[config.mk]
export PLATFORM = sky130hd
export DESIGN_NAME = column_count_accumulator
export DESIGN_NICKNAME = d
export VERILOG_FILES = /design/src/rtl/column_count_accumulator.sv
export SDC_FILE = /design/constraint.sdc
export NUM_CORES = 1
export LEC_CHECK = 0
export BUFFER_PORTS_ARGS = -buffer_cell sky130_fd_sc_hd__buf_2
export CORE_AREA = 10 10 92 94
export CTS_CLUSTER_SIZE = 24
export DETAILED_ROUTE_END_ITERATION = 10
export DIE_AREA = 0 0 102 104
export PLACE_DENSITY = 0.49
export SYNTH_ARGS = -nofsm -noshare
export SYNTH_HDL_FRONTEND = slang
export SYNTH_SLANG_ARGS = --single-unit
export TNS_END_PERCENT = 1
[constraint.sdc]
create_clock -name clk -period 5.4 [get_ports clk]
set_input_delay 0.54 -clock clk [delete_from_list [all_inputs] [get_ports clk]]
set_output_delay 0.54 -clock clk [all_outputs]
set_load 0.01 [all_outputs]
[src/rtl/column_count_accumulator.sv]
// column_count_accumulator: sums 4-bit column counts over a frame closed by in_last or a beat limit,
// presenting the saturating total on a valid/ready output register.
module column_count_accumulator #(
    parameter int ACC_W     = 10,
    parameter int MAX_BEATS = 64,
    parameter int CNT_W     = 7
) (
    input  logic             clk,
    input  logic             rst,
    input  logic             in_valid,
    output logic             in_ready,
    input  logic [3:0]       in_cnt,
    input  logic             in_last,
    output logic             out_valid,
    input  logic             out_ready,
    output logic [ACC_W-1:0] out_sum,
    output logic [CNT_W-1:0] out_beats,
    output logic             out_sat,
    output logic             out_trunc
);
    typedef enum logic {IDLE, ACCUM} state_t;

    state_t           state, state_next;
    logic [ACC_W-1:0] acc, nsum;
    logic [ACC_W:0]   wsum;
    logic [CNT_W-1:0] beats, nbeats;
    logic             sat, sat_next, accept, close;

    // A pop in the same cycle frees the output register, so there is no bubble.
    assign in_ready = ~out_valid | out_ready;

    always_comb begin
        accept     = in_valid & in_ready;
        wsum       = {1'b0, acc} + (ACC_W+1)'(in_cnt);
        nsum       = wsum[ACC_W] ? '1 : wsum[ACC_W-1:0];
        sat_next   = sat | wsum[ACC_W];
        nbeats     = beats + 1'b1;
        close      = accept & (in_last | (nbeats == CNT_W'(MAX_BEATS)));
        state_next = accept ? (close ? IDLE : ACCUM) : state;
    end

    always_ff @(posedge clk or posedge rst) begin
        if (rst) begin
            state <= IDLE;
            acc   <= '0;
            beats <= '0;
            sat   <= 1'b0;
        end else begin
            state <= state_next;
            if (close) begin
                acc   <= '0;
                beats <= '0;
                sat   <= 1'b0;
            end else if (accept) begin
                acc   <= nsum;
                beats <= nbeats;
                sat   <= sat_next;
            end
        end
    end

    always_ff @(posedge clk or posedge rst) begin
        if (rst) begin
            out_valid <= 1'b0;
            out_sum   <= '0;
            out_beats <= '0;
            out_sat   <= 1'b0;
            out_trunc <= 1'b0;
        end else if (close) begin
            out_valid <= 1'b1;
            out_sum   <= nsum;
            out_beats <= nbeats;
            out_sat   <= sat_next;
            out_trunc <= ~in_last;
        end else if (out_ready) begin
            out_valid <= 1'b0;
        end
    end
endmodule

==> metrics, run 1 <==
part of the cycle the worst path needs=45.61%; largest driver fanout on the critical path=16; cts bufs inserted=5; Hold Crit Class=in2async; vias=1489; cell types with the highest counts after synthesis=38 x dfrtp_1, 31 x nand2_1, 22 x o21ai_0, 10 x a31oi_1, 9 x nor2_1; RePlAce Congestion=0.7370; ranking of synthesized cells by area=dfrtp_1 48%, nand2_1 5.9%, o21ai_0 5.6%, a31oi_1 3.2%, ha_1 3.2%; Finish-stage setup viols=0; yosys warns=0; drt first-iter violations=108; crit path kind=reg2reg; number of buffers added to fix hold violations after cts=0; min setup slack post-route=2937 ps; RSZ-0062 raised after global routing=false; share of async-settable or async-resettable flops after synthesis=100.0%; total global routing overflow=0; worst path cell trace=ha_1 > nand3_1 > nor3_1 > o21ai_2 > and2_1 > a22o_1; Die X=102 µm; pins over their slew limit=0; 1st-pass router iterations=4; Detail Placement HPWL=3.278 mm; area share of the largest cell type after synthesis=48.38%; number of buffer and inverter stages on the critical path=0; biggest area consumer among synthesized cells=dfrtp_1; number of maximum-capacitance violations=0; worst-margin pin slew=746.4 ps; slowest cell delay on critical path=510 ps; Setup Total Neg Slack=0 ps; initial core utilization=29.42%; row count=30; vias in the first global route=1502; number of post-CTS setup repair buffers=0; CTS clock-pin slew for the worst setup and hold paths=80 ps; commonest register cell after synthesis=dfrtp_1; Worst IR Drop VDD=0.08107 mV; max_slew headroom=50.06%; antenna diode count=0; layout cells sized above 1=21.68%; Post-layout nets=241; top achievable clock speed=406.0 MHz; cell family contributing the most delay on the critical path=simple AND/OR/NAND/NOR gates; cell at the root of the clock tree=clkbuf_8; number of top-level pins=30; Via density=4.866; number of port buffers=29; mean area per synthesized cell=9.978 µm²; number of synthesized register bits=38; CTS HTree Levels=2; GRT Total Usage=8.613%; antenna violations before repair=0; die height=104 µm; Post-Place Setup Slack=2899 ps; number of hold violations in the final report=0; sort of element at the end of the critical path=flip-flop; Tmin final=2463 ps; Synth cell types=46; TritonCTS clock tree=built; EDFF count, synth=0; Longest Clk Path Bufs=2; detailed-route DRC error count=0; dominant cell by count in the synthesized netlist=dfrtp_1; Hold WS=355.5 ps; final antenna-violating net count=0; Total Die Area=10610 µm²; final setup skew=4.744 ps; CP arrival=2650 ps; synth-to-layout area growth=14.51%; slowest library cell on the worst path=nor3_1; Synth Instances=197; post-cts sizing count=0; net count after synthesis=212; global-route wire length before repair=7.555 mm; routed length per placed instance=14.32 µm; crit start category=flip-flop; Pwr Density=315.5 nW/µm²; pin count of the biggest net entering global routing=39; Req. time, crit path=5590 ps; sequential-to-total area share from yosys stat=48.38%; Synth Cell Area=1966 µm²; Leakage Power=1.053 nW; area of the core region=6681 µm²; result of the run=complete, no violations; number of sinks on the clock net=38; Clk Latency, worst-skew pair=290 ps; final wirelength=4.381 mm
==> where the power goes <==
group	internal (mW)	switching, mW
Clock	0.0868	0.102
Sequential	0.324	0.0317
Combinational	0.0721	0.0935
Total	0.483	0.227
==> worst min-delay path, delay by kind of cell <==
family   cells  cell delay [ps]
buf+inv      3              550
==> placed cells by master, fill, tap and decap left out, types with 2 or more instances in the layout <==
| cell | count |
|---|---|
| a211oi_1 | 2 |
| a21o_1 | 4 |
| a21oi_1 | 2 |
| a22o_1 | 4 |
| a31oi_1 | 10 |
| and2_1 | 4 |
| and3_1 | 3 |
| buf_2 | 29 |
| buf_4 | 2 |
| clkbuf_8 | 5 |
| clkinv_2 | 2 |
| dfrtp_1 | 38 |
| ha_1 | 5 |
| inv_1 | 4 |
| mux2_2 | 2 |
| mux2i_1 | 2 |
| nand2_1 | 31 |
| nand2b_1 | 3 |
| nand3_1 | 7 |
| nand3b_1 | 3 |
| nand4_1 | 2 |
| nor2_1 | 9 |
| o21a_1 | 3 |
| o21ai_0 | 22 |
| o21ai_1 | 2 |
| o2bb2ai_1 | 2 |
| xnor2_1 | 3 |
| xor2_1 | 2 |
==> kinds of logic (layout without fill, tap and decap cells) <==
family	after synthesis	count (layout)	synth area share [%]
compound gates	64	64	23.23
fa+ha+maj	6	6	4.201
flops	38	38	48.38
mux	4	4	2.164
simple gates	67	67	16.29
xor+xnor	5	5	2.228
buf+inv	13	42	3.501
==> metal layers <==
| layer | share of wire, % | track usage (%) | up-vias | wire (µm) |
|---|---|---|---|---|
| li1 | - | - | 767 | - |
| met1 | 49 | 11.31 | 696 | 2152 |
| met2 | 46 | 13.06 | 21 | 1995 |
| met3 | 3.7 | 2.193 | 5 | 163 |
| met4 | 1.6 | 3.327 | 0 | 70 |
| met5 | 0 | 0 | - | 0 |
==> layout make-up <==
class,instances,area [µm²]
multi-input cells,146,945.9
repair buffers,31,160.2
fillers,724,4431
well taps,80,100.1
flip-flops and latches,38,950.9
clock buffers,5,68.82
clock inverters,2,10.01
inverters,4,15.01
==> through the flow <==
stage,area (µm²),total power [mW],utilization (%),cells
floorplan,1966,0.4722,-,197
global placement,2172,0.5306,32.51,299
detailed placement,2172,0.5330,32.51,299
CTS,2251,0.7235,33.69,306
global route,2251,0.7619,33.69,306
finish,2251,0.7102,33.69,306
==> path summary, 6_finish.rpt <==
check	depth (start not counted)	to	slack [ps]	startpoint
max	6	acc[5]$_DFFE_PP0P_	2940	beats[0]$_DFFE_PP0P_
min	3	out_sum[1]$_DFFE_PP0P_	360	rst
max reg2reg	6	acc[5]$_DFFE_PP0P_	2940	beats[0]$_DFFE_PP0P_
min reg2reg	2	out_sum[0]$_DFFE_PP0P_	470	out_sum[0]$_DFFE_PP0P_
max in group asynchronous	3	out_beats[5]$_DFFE_PP0P_	4710	rst
min in group clk	2	out_sum[0]$_DFFE_PP0P_	470	out_sum[0]$_DFFE_PP0P_
==> registers in the layout, indices dropped and copies added, names as in the netlist <==
register,flops
acc,10
beats,7
out_beats,7
out_sat,1
out_sum,10
out_trunc,1
out_valid,1
sat,1
Note: power is estimated with default switching activity, not from simulation.
==> run 2: changes to the inputs <==
==> constraint.sdc (replaced) <==
create_clock -name clk -period 2.58 [get_ports clk]
set_input_delay 0.258 -clock clk [delete_from_list [all_inputs] [get_ports clk]]
set_output_delay 0.258 -clock clk [all_outputs]
set_load 0.01 [all_outputs]
==> metrics, run 2 (same netlist as run 1, synthesis figures left out) <==
result of the run=complete, no violations; Non-Filler Cell Area, Final=2308 µm²; cell at the root of the clock tree=clkbuf_8; final instance count without filler cells=312; RePlAce Congestion=0.8119; DR WL met2=2.018 mm; slowest library cell on the worst path=nor3_1; vias in the first global route=1547; detailed-route DRC error count=0; CTS clock-pin slew for the worst setup and hold paths=80 ps; number of sinks on the clock net=38; drt first-iter violations=71; Clk Latency, worst-skew pair=290 ps; GRT Total Usage=9.350%; Longest Clk Path Bufs=2; Setup Total Neg Slack=0 ps; Post-Place Cells=305; post-cts sizing count=0; Tmin final=2347 ps; CP arrival=2530 ps; synth-to-layout area growth=17.44%; initial core utilization=29.42%; highest routing layer actually used=met4; Via density=4.958; Finish-stage setup viols=0; RSZ-0062 raised after global routing=false; commonest non-fill, non-tap cells in the layout=38 x dfrtp_1, 31 x nand2_1, 29 x buf_2, 22 x o21ai_0, 10 x a31oi_1; Hold Crit Class=in2async; number of post-CTS setup repair buffers=0; number of hold violations in the final report=0; number of buffer and inverter stages on the critical path=1; area of combinational cells with multiple inputs=945.9 µm²; number of cells traversed by the worst register-to-register path=7; area of the core region=6681 µm²; part of the cycle the worst path needs=90.95%; final-layout fill cell count=708; top achievable clock speed=426.1 MHz; Met3 Wirelength=209 µm; final wirelength=4.630 mm; slowest cell delay on critical path=510 ps; Leakage Power=1.088 nW; antenna diode count=0; cts bufs inserted=5; pins over their slew limit=0; number of buffers added to fix hold violations after cts=0; Pwr Density=649.8 nW/µm²; number of top-level pins=30; CTS HTree Levels=2; Total Die Area=10610 µm²; die height=104 µm; Worst IR Drop VDD=0.1731 mV; TritonCTS clock tree=built; final setup skew=8.125 ps; Req. time, crit path=2760 ps; Post-layout nets=247; wire length the detailed router placed on met1=2.315 mm; Placement Cell Area=2230 µm²; most common library cell in the layout ignoring fill and taps=dfrtp_1; number of port buffers=29; cell family contributing the most delay on the critical path=simple AND/OR/NAND/NOR gates; vias=1547; sort of element at the end of the critical path=flip-flop; Die X=102 µm; number of maximum-capacitance violations=0; row count=30; leading registers by flop count=acc (10), out_sum (10); 1st-pass router iterations=4; worst path cell trace=ha_1 > nand3_1 > nor3_1 > o21ai_2 > buf_4 > a31o_2 > a22o_1; worst-margin pin slew=599.7 ps; cell depth of the worst setup path=7; final antenna-violating net count=0; routed length per placed instance=14.84 µm; layout cells sized above 1=23.71%; total global routing overflow=0; antenna violations before repair=0; max_slew headroom=59.97%; register cell area after layout=950.9 µm²; crit start category=flip-flop; Hold WS=26.70 ps; largest driver fanout on the critical path=8; global-route wire length before repair=8.052 mm; crit path kind=reg2reg; Detail Placement HPWL=3.468 mm; pin count of the biggest net entering global routing=31
-- run 2: layout make-up --
| class | instances | share of cell area [%] |
|---|---|---|
| Clock buffer | 5 | 2.981 |
| Clock inverter | 2 | 0.4336 |
| Inverter | 4 | 0.6504 |
| Multi-Input combinational cell | 146 | 40.98 |
| Sequential cell | 38 | 41.19 |
| Tap cell | 80 | 4.336 |
| Timing Repair Buffer | 37 | 9.431 |
-- run 2: worst reg2reg max path, stage by stage, from the launching register on --
cell	delay, ps
dfrtp_1	460
ha_1	300
nand3_1	190
nor3_1	510
o21ai_2	190
buf_4	190
a31o_2	220
a22o_1	170
-- run 2: power by group --
part / leakage [nW] / total (mW) / switching [mW] / internal (mW)
logic: 0.536 / 0.370 / 0.209 / 0.161
registers: 0.509 / 0.737 / 0.0580 / 0.679
clock network: 0.0438 / 0.393 / 0.212 / 0.182
total: 1.09 / 1.50 / 0.479 / 1.02
-- run 2: metal layers --
metal / vias up / GRT usage (%)
li1: 786 / -
met5: - / 0
met2: 21 / 13.29
met3: 5 / 2.658
met1: 735 / 12.89
met4: 0 / 3.629
-- run 2: path summary, 6_finish.rpt --
path / from / endpoint / slack, ps
max: beats[0]$_DFFE_PP0P_ / acc[5]$_DFFE_PP0P_ / 230
min: rst / out_sum[2]$_DFFE_PP0P_ / 30
max reg2reg: beats[0]$_DFFE_PP0P_ / acc[5]$_DFFE_PP0P_ / 230
min reg2reg: out_sum[6]$_DFFE_PP0P_ / out_sum[6]$_DFFE_PP0P_ / 480
max in group asynchronous: rst / out_sum[4]$_DFFE_PP0P_ / 1810
min in group clk: out_ready / out_valid$_DFFE_PP0P_ / 270
-- run 2: stage by stage --
stage | util, % | power (mW) | setup slack [ps]
after global routing | 34.55 | 1.609 | 22.56
after CTS | 34.55 | 1.528 | 234.2
after detailed placement | 33.37 | 1.128 | 271.2
final | 34.55 | 1.500 | 233.4
after global placement | 33.37 | 1.126 | 359.0
after floorplan | - | 0.9883 | 537.4
